`src/rtl/gcm_dl_mon_pkg.sv`:
```
// Shared types and helpers for the GCM_AE_HW_1x8 deadlock monitors.
package gcm_dl_mon_pkg;

    typedef enum logic [1:0] {
        IDLE,
        WATCH,
        BLOCKED
    } dl_state_e;

    // Consecutive clear cycles needed before a raised block is dropped.
    localparam int unsigned RELEASE_CYCLES = 2;

    function automatic int unsigned lowest_set_idx(input logic [31:0] vec);
        lowest_set_idx = 0;
        for (int i = 31; i >= 0; i--) begin
            if (vec[i]) begin
                lowest_set_idx = unsigned'(i);
            end
        end
    endfunction

endpackage

```
`src/rtl/gcm_ae_hw_1x8_write_stream_deadlock_monitor_if.sv`:
```
// Stall-flag inputs and deadlock report outputs of one write_stream monitor.
interface gcm_ae_hw_1x8_write_stream_deadlock_monitor_if #(
    parameter int unsigned NUM_AXIS = 7,
    parameter int unsigned CNT_W    = 8,
    parameter int unsigned IDX_W    = 3
);
    logic [NUM_AXIS-1:0] axis_block_sigs;
    logic [NUM_AXIS-1:0] inst_idle_sigs;
    logic                inst_block_sigs;
    logic                clear;
    logic                block;
    logic                block_sticky;
    logic [IDX_W-1:0]    block_idx;
    logic [CNT_W-1:0]    stall_cnt;

    modport master (
        output axis_block_sigs, inst_idle_sigs, inst_block_sigs, clear,
        input  block, block_sticky, block_idx, stall_cnt
    );

    modport slave (
        input  axis_block_sigs, inst_idle_sigs, inst_block_sigs, clear,
        output block, block_sticky, block_idx, stall_cnt
    );
endinterface

```
`src/rtl/gcm_dl_stall_counter.sv`:
```
// Saturating up-counter with synchronous clear; clear beats increment.
module gcm_dl_stall_counter #(
    parameter int unsigned CNT_W = 8
) (
    input  logic             clk_i,
    input  logic             rst_i,
    input  logic             clr_i,
    input  logic             inc_i,
    output logic [CNT_W-1:0] cnt_o
);
    logic [CNT_W-1:0] cnt_d, cnt_q;

    always_comb begin
        cnt_d = cnt_q;
        if (clr_i) begin
            cnt_d = '0;
        end else if (inc_i && (cnt_q != {CNT_W{1'b1}})) begin
            cnt_d = cnt_q + CNT_W'(1);
        end
    end

    always_ff @(posedge clk_i or posedge rst_i) begin
        if (rst_i) begin
            cnt_q <= '0;
        end else begin
            cnt_q <= cnt_d;
        end
    end

    assign cnt_o = cnt_q;
endmodule

```
`src/rtl/gcm_ae_hw_1x8_write_stream_deadlock_monitor.sv`:
```
// Write-side deadlock monitor: raises block after STALL_THRESH stalled cycles,
// latches the offending stream index and keeps a sticky flag until cleared.
module gcm_ae_hw_1x8_write_stream_deadlock_monitor
    import gcm_dl_mon_pkg::*;
#(
    parameter int unsigned         NUM_AXIS     = 7,
    parameter int unsigned         CUR_IDX      = 6,
    parameter logic [NUM_AXIS-1:0] SUB_MASK     = 7'h3C,
    parameter int unsigned         STALL_THRESH = 16,
    parameter int unsigned         CNT_W        = 8,
    parameter int unsigned         IDX_W        = 3
) (
    input logic clock,
    input logic reset,
    gcm_ae_hw_1x8_write_stream_deadlock_monitor_if.slave mon
);
    logic [NUM_AXIS-1:0] sub_vec;
    logic                cur_blk, sub_blk, seq_blk;
    logic [IDX_W-1:0]    cause;
    logic [CNT_W-1:0]    stall_cnt;
    logic [CNT_W:0]      cnt_next;
    logic                thresh_hit;
    logic                cnt_clr, cnt_inc, enter_blk;
    logic                unused_idle;

    dl_state_e        state_d, state_q;
    logic             block_d, block_q;
    logic             sticky_d, sticky_q;
    logic [IDX_W-1:0] idx_d, idx_q;
    logic [1:0]       rel_d, rel_q;

    // An idle producer is never counted as blocked, even with its flag high.
    assign cur_blk     = mon.axis_block_sigs[CUR_IDX] & ~mon.inst_idle_sigs[CUR_IDX];
    assign sub_vec     = mon.axis_block_sigs & SUB_MASK;
    assign sub_blk     = |sub_vec;
    assign seq_blk     = cur_blk | sub_blk | (mon.inst_block_sigs & ~mon.inst_idle_sigs[CUR_IDX]);
    assign unused_idle = ^mon.inst_idle_sigs;

    always_comb begin
        cause = IDX_W'(CUR_IDX);
        if (!cur_blk && sub_blk) begin
            cause = IDX_W'(lowest_set_idx(32'(sub_vec)));
        end
    end

    assign cnt_next   = {1'b0, stall_cnt} + (CNT_W + 1)'(1);
    assign thresh_hit = (cnt_next == (CNT_W + 1)'(STALL_THRESH));

    gcm_dl_stall_counter #(
        .CNT_W(CNT_W)
    ) u_stall_cnt (
        .clk_i(clock),
        .rst_i(reset),
        .clr_i(cnt_clr),
        .inc_i(cnt_inc),
        .cnt_o(stall_cnt)
    );

    always_comb begin
        state_d   = state_q;
        block_d   = block_q;
        sticky_d  = sticky_q;
        idx_d     = idx_q;
        rel_d     = rel_q;
        cnt_clr   = 1'b0;
        cnt_inc   = 1'b0;
        enter_blk = 1'b0;

        unique case (state_q)
            IDLE: begin
                // Counter is zero here, so thresh_hit covers STALL_THRESH == 1.
                if (seq_blk) begin
                    cnt_inc = 1'b1;
                    if (thresh_hit) begin
                        enter_blk = 1'b1;
                    end else begin
                        state_d = WATCH;
                    end
                end else begin
                    cnt_clr = 1'b1;
                end
            end
            WATCH: begin
                if (!seq_blk) begin
                    state_d = IDLE;
                    cnt_clr = 1'b1;
                end else begin
                    cnt_inc = 1'b1;
                    if (thresh_hit) begin
                        enter_blk = 1'b1;
                    end
                end
            end
            BLOCKED: begin
                if (seq_blk) begin
                    cnt_inc = 1'b1;
                    rel_d   = '0;
                end else if (rel_q == 2'(RELEASE_CYCLES - 1)) begin
                    state_d = IDLE;
                    block_d = 1'b0;
                    cnt_clr = 1'b1;
                    rel_d   = '0;
                end else begin
                    rel_d = rel_q + 2'd1;
                end
            end
            default: begin
                state_d = IDLE;
            end
        endcase

        if (mon.clear) begin
            sticky_d = 1'b0;
            idx_d    = '0;
        end
        // Entering BLOCKED overrides a coincident clear.
        if (enter_blk) begin
            state_d  = BLOCKED;
            block_d  = 1'b1;
            sticky_d = 1'b1;
            idx_d    = cause;
            rel_d    = '0;
        end
    end

    always_ff @(posedge clock or posedge reset) begin
        if (reset) begin
            state_q  <= IDLE;
            block_q  <= 1'b0;
            sticky_q <= 1'b0;
            idx_q    <= '0;
            rel_q    <= '0;
        end else begin
            state_q  <= state_d;
            block_q  <= block_d;
            sticky_q <= sticky_d;
            idx_q    <= idx_d;
            rel_q    <= rel_d;
        end
    end

    assign mon.block        = block_q;
    assign mon.block_sticky = sticky_q;
    assign mon.block_idx    = idx_q;
    assign mon.stall_cnt    = stall_cnt;
endmodule

```
`src/flat_wrapper.sv`:
```
// flat-port wrapper written by rule: the top's interface ports become plain ports
module gcm_ae_hw_1x8_write_stream_deadlock_monitor_flat import gcm_dl_mon_pkg::*;
#(
    parameter int unsigned         NUM_AXIS     = 7,
    parameter int unsigned         CUR_IDX      = 6,
    parameter logic [NUM_AXIS-1:0] SUB_MASK     = 7'h3C,
    parameter int unsigned         STALL_THRESH = 16,
    parameter int unsigned         CNT_W        = 8,
    parameter int unsigned         IDX_W        = 3
)
  (clock, reset, mon_axis_block_sigs, mon_inst_idle_sigs, mon_inst_block_sigs, mon_clear, mon_block, mon_block_sticky, mon_block_idx, mon_stall_cnt);
  gcm_ae_hw_1x8_write_stream_deadlock_monitor_if #(.NUM_AXIS(NUM_AXIS), .CNT_W(CNT_W), .IDX_W(IDX_W)) mon_i ();
  input logic clock;
  input logic reset;
  input wire logic [$bits(mon_i.axis_block_sigs)-1:0] mon_axis_block_sigs;
  input wire logic [$bits(mon_i.inst_idle_sigs)-1:0] mon_inst_idle_sigs;
  input wire logic [$bits(mon_i.inst_block_sigs)-1:0] mon_inst_block_sigs;
  input wire logic [$bits(mon_i.clear)-1:0] mon_clear;
  output wire logic [$bits(mon_i.block)-1:0] mon_block;
  output wire logic [$bits(mon_i.block_sticky)-1:0] mon_block_sticky;
  output wire logic [$bits(mon_i.block_idx)-1:0] mon_block_idx;
  output wire logic [$bits(mon_i.stall_cnt)-1:0] mon_stall_cnt;
  assign mon_i.axis_block_sigs = mon_axis_block_sigs;
  assign mon_i.inst_idle_sigs = mon_inst_idle_sigs;
  assign mon_i.inst_block_sigs = mon_inst_block_sigs;
  assign mon_i.clear = mon_clear;
  assign mon_block = mon_i.block;
  assign mon_block_sticky = mon_i.block_sticky;
  assign mon_block_idx = mon_i.block_idx;
  assign mon_stall_cnt = mon_i.stall_cnt;
  gcm_ae_hw_1x8_write_stream_deadlock_monitor #(.NUM_AXIS(NUM_AXIS), .CUR_IDX(CUR_IDX), .SUB_MASK(SUB_MASK), .STALL_THRESH(STALL_THRESH), .CNT_W(CNT_W), .IDX_W(IDX_W)) u_core (.clock(clock), .reset(reset), .mon(mon_i));
endmodule
```
`config.mk`:
```
export PLATFORM = sky130hd
export DESIGN_NAME = gcm_ae_hw_1x8_write_stream_deadlock_monitor_flat
export DESIGN_NICKNAME = d
export VERILOG_FILES = /design/src/rtl/gcm_dl_mon_pkg.sv /design/src/rtl/gcm_ae_hw_1x8_write_stream_deadlock_monitor_if.sv /design/src/rtl/gcm_dl_stall_counter.sv /design/src/rtl/gcm_ae_hw_1x8_write_stream_deadlock_monitor.sv /design/src/flat_wrapper.sv
export SDC_FILE = /design/constraint.sdc
export NUM_CORES = 1
export LEC_CHECK = 0
export ABC_AREA = 1
export BUFFER_PORTS_ARGS = -buffer_cell sky130_fd_sc_hd__buf_2
export CAP_MARGIN = 5
export CELL_PAD_IN_SITES_DETAIL_PLACEMENT = 1
export CELL_PAD_IN_SITES_GLOBAL_PLACEMENT = 1
export CORE_UTILIZATION = 36
export DETAILED_ROUTE_END_ITERATION = 12
export PLACE_DENSITY = 0.75
export SYNTH_ARGS = -nofsm -noshare
export SYNTH_HDL_FRONTEND = slang
export SYNTH_SLANG_ARGS = --single-unit
```
`constraint.sdc`:
```
create_clock -name clock -period 1.95 [get_ports clock]
set_clock_uncertainty 0.05 [all_clocks]
set_input_delay 0.0975 -clock clock [delete_from_list [all_inputs] [get_ports clock]]
set_output_delay 0.0975 -clock clock [all_outputs]
set_load 0.03 [all_outputs]
```
==> results.cfg <==
[die]
start_util_pct = 37.8
chipHeight_um = 55.6
die-width_um = 55.6
core_area_sq_um = 2730
pin_count = 31
core.rowCount = 19
die_area_sq_um = 3090

[placed_design]
portBuffers = 22
dp_hpwl_um = 2030
dp.cells = 187
gp_congestion = 0.789

[setup_path]
end_kind = flip-flop
crit_path_end = u_core.u_stall_cnt.cnt_o[0]
crit_fanout = 10
cpMaxStageDelayCell = dfrtp_1
worstSetupStartpointType = flip-flop
path_class = flip-flop to flip-flop
worstSetupStartpoint = u_core.u_stall_cnt.cnt_o[1]
cpPeakStageDelay_ns = 0.45
crit_required_ns = 2.09
reg2reg_to = u_core.u_stall_cnt.cnt_o[0]
r2r.worst_path.cells = 8
worstPathCellList = ha_1 -> nand2_2 -> inv_2 -> nand3_2 -> o21ai_4 -> inv_2 -> nand3_1 -> o21ai_1
regToRegSetupSlack_ns = 0.24
crit_arrival_ns = 1.85
cp_common_cell = inv_2
rr_startpoint = u_core.u_stall_cnt.cnt_o[1]

[synth]
ys_ff_latch = 17
post-synth-top-count-cell = nand2_1
synth_area_per_cell_sq_um = 7.71
synthFlopType = dfrtp_1
syn_nets = 153
synth_top_area_share_pct = 41.2
yosysWarnings = 0
synthArstFlopShare_pct = 100
syn_area_sq_um = 1030
synth-edff-count = 0
netlist_top_cells_area = dfrtp_1 41%, nand2_1 13%, nand3_1 6.8%
synth_cell_types = 21
netlist_instances = 134
ys_seq_area_share_pct = 41.2
yosysTopAreaCell = dfrtp_1
synthTopCellsByCount = 35 x nand2_1, 17 x dfrtp_1, 16 x inv_1, 14 x nand3_1

[cells_and_area]
multi_input_area_sq_um = 533
drive_above_1_share_pct = 31.1
n_antenna_cell = 0
layoutNonFillerInstCount = 192
fillers = 368
final_net_count = 181
seq_area_sq_um = 425
area_growth_pct = 18.0

[power_and_ir_drop]
totalPowerFinal_mw = 1.69
power_density_nw_per_um2 = 1390
leakagePower_nw = 0.647
irDropWorstVdd_mv = 0.722

[timing]
rsz0062_at_grt = false
finalCriticalPeriod_ns = 1.71
setup_viol = 0
tightest_slew_ns = 0.663
maxSlewViolCount = 0
finalHoldViolCount = 0
tns_ns = 0
max_freq_mhz = 585
hold_slack_ns = 0.0370
relSlewSlack_pct = 55.7
post-route-period-util_pct = 87.7

[job]
max-cap-violations = 0

[clock_tree]
ctsResizeCount = 0
cts.htree.levels = 1
cts_sinks = 17
clock_latency_ns = 0.29
cts_tree = yes
postCtsSetupBuffers = 0
cts.clk_slew.worst_paths_ns = 0.10
cts_buffers = 3
root_buffer = clkbuf_4
hold_buffers = 1
clockBufferDepth = 2

[global_routing]
grt_pass1_vias = 1052
antenna_found_initial = 0
grt.total_usage_pct = 18.1
grt_overflow_total = 0
grt_pass1_wl_um = 4400
grt_max_degree = 18

[drt]
drt_wl_total_um = 2540
drtIter0Drc = 31
vias_per_cell = 5.10
wl_per_cell_um = 13.2
drt_pre_antenna_iters = 4
drc = 0
num_vias = 980
detail-route-antenna-nets = 0

[run_status]
status = finished clean

[worst_hold_path]
hold_path_class = input port to flip-flop
==> cell type report <==
cell class                      count  share of cell area (%)
Clock inverter                      1                   0.410
Clock buffer                        3                    1.85
Timing Repair Buffer               23                    9.85
Sequential cell                    17                    34.9
Multi-Input combinational cell     97                    43.7
Inverter                           20                    6.15
Tap cell                           31                    3.18
==> worst min path at each step <==
stage | start | endpoint | slack [ns] | cells after the start
after floorplan | reset | u_core.mon.block | -0.03 | 1
after global placement | reset | u_core.mon.block_sticky | 0.19 | 2
after detailed placement | reset | u_core.u_stall_cnt.cnt_o[1] | 0.19 | 2
after CTS | mon_clear | u_core.mon.block_sticky | 0.03 | 4
after global routing | mon_clear | u_core.mon.block_sticky | 0.05 | 4
final | mon_clear | u_core.mon.block_sticky | 0.04 | 4
==> stage by stage <==
| stage | area, sq um | setup WS (ns) | utilization (%) |
|---|---|---|---|
| floorplan | 1030 | 0.203 | - |
| detailed placement | 1180 | 0.230 | 43.2 |
| finish | 1220 | 0.241 | 44.6 |
| CTS | 1220 | 0.220 | 44.6 |
| global route | 1220 | 0.111 | 44.6 |
| global placement | 1180 | 0.312 | 43.2 |
==> state kept, by name, summed over array words and instances (netlist names) <==
| name | count |
|---|---|
| u_core.mon.block | 1 |
| u_core.mon.block_idx | 3 |
| u_core.mon.block_sticky | 1 |
| u_core.rel_q | 2 |
| u_core.state_q | 2 |
| u_core.u_stall_cnt.cnt_o | 8 |
==> routing by layer <==
metal  GRT usage [%]  wire, um  vias up
met3            2.09        50        4
met1            19.3      1010      476
li1                -         -      484
met2            35.3      1440       16
met5               0         0        -
met4            7.50        39        0
==> logic make-up (layout without fill, tap and decap cells) <==
group | Yosys count | count (layout) | share of synthesized area [%]
compound gates | 18 | 18 | 10.7
xor+xnor | 1 | 1 | 0.848
simple gates | 77 | 77 | 38.9
flops | 17 | 17 | 41.2
buf+inv | 20 | 47 | 7.26
fa+ha+maj | 1 | 1 | 1.21
==> layout by cell type (no fill, tap or decap), types with 5 or more instances in the layout <==
master	count
nand3_1	14
inv_1	16
nand3_2	5
o21ai_1	7
nand2_1	35
nor2_1	7
buf_2	22
dfrtp_1	17
nor2_2	5
==> where the power goes <==
group	leakage [nW]	switching [mW]	internal [mW]
logic	0.413	0.603	0.282
clock network	0.0177	0.117	0.0764
registers	0.217	0.148	0.467
==> critical path, delay by kind of cell (launching register included) <==
kind / cells / cell delay (ns)
compound gates: 2 / 0.39
fa+ha+maj: 1 / 0.26
simple gates: 3 / 0.27
buf+inv: 2 / 0.19
flops: 1 / 0.45
Power figures use the tool's default switching activity.
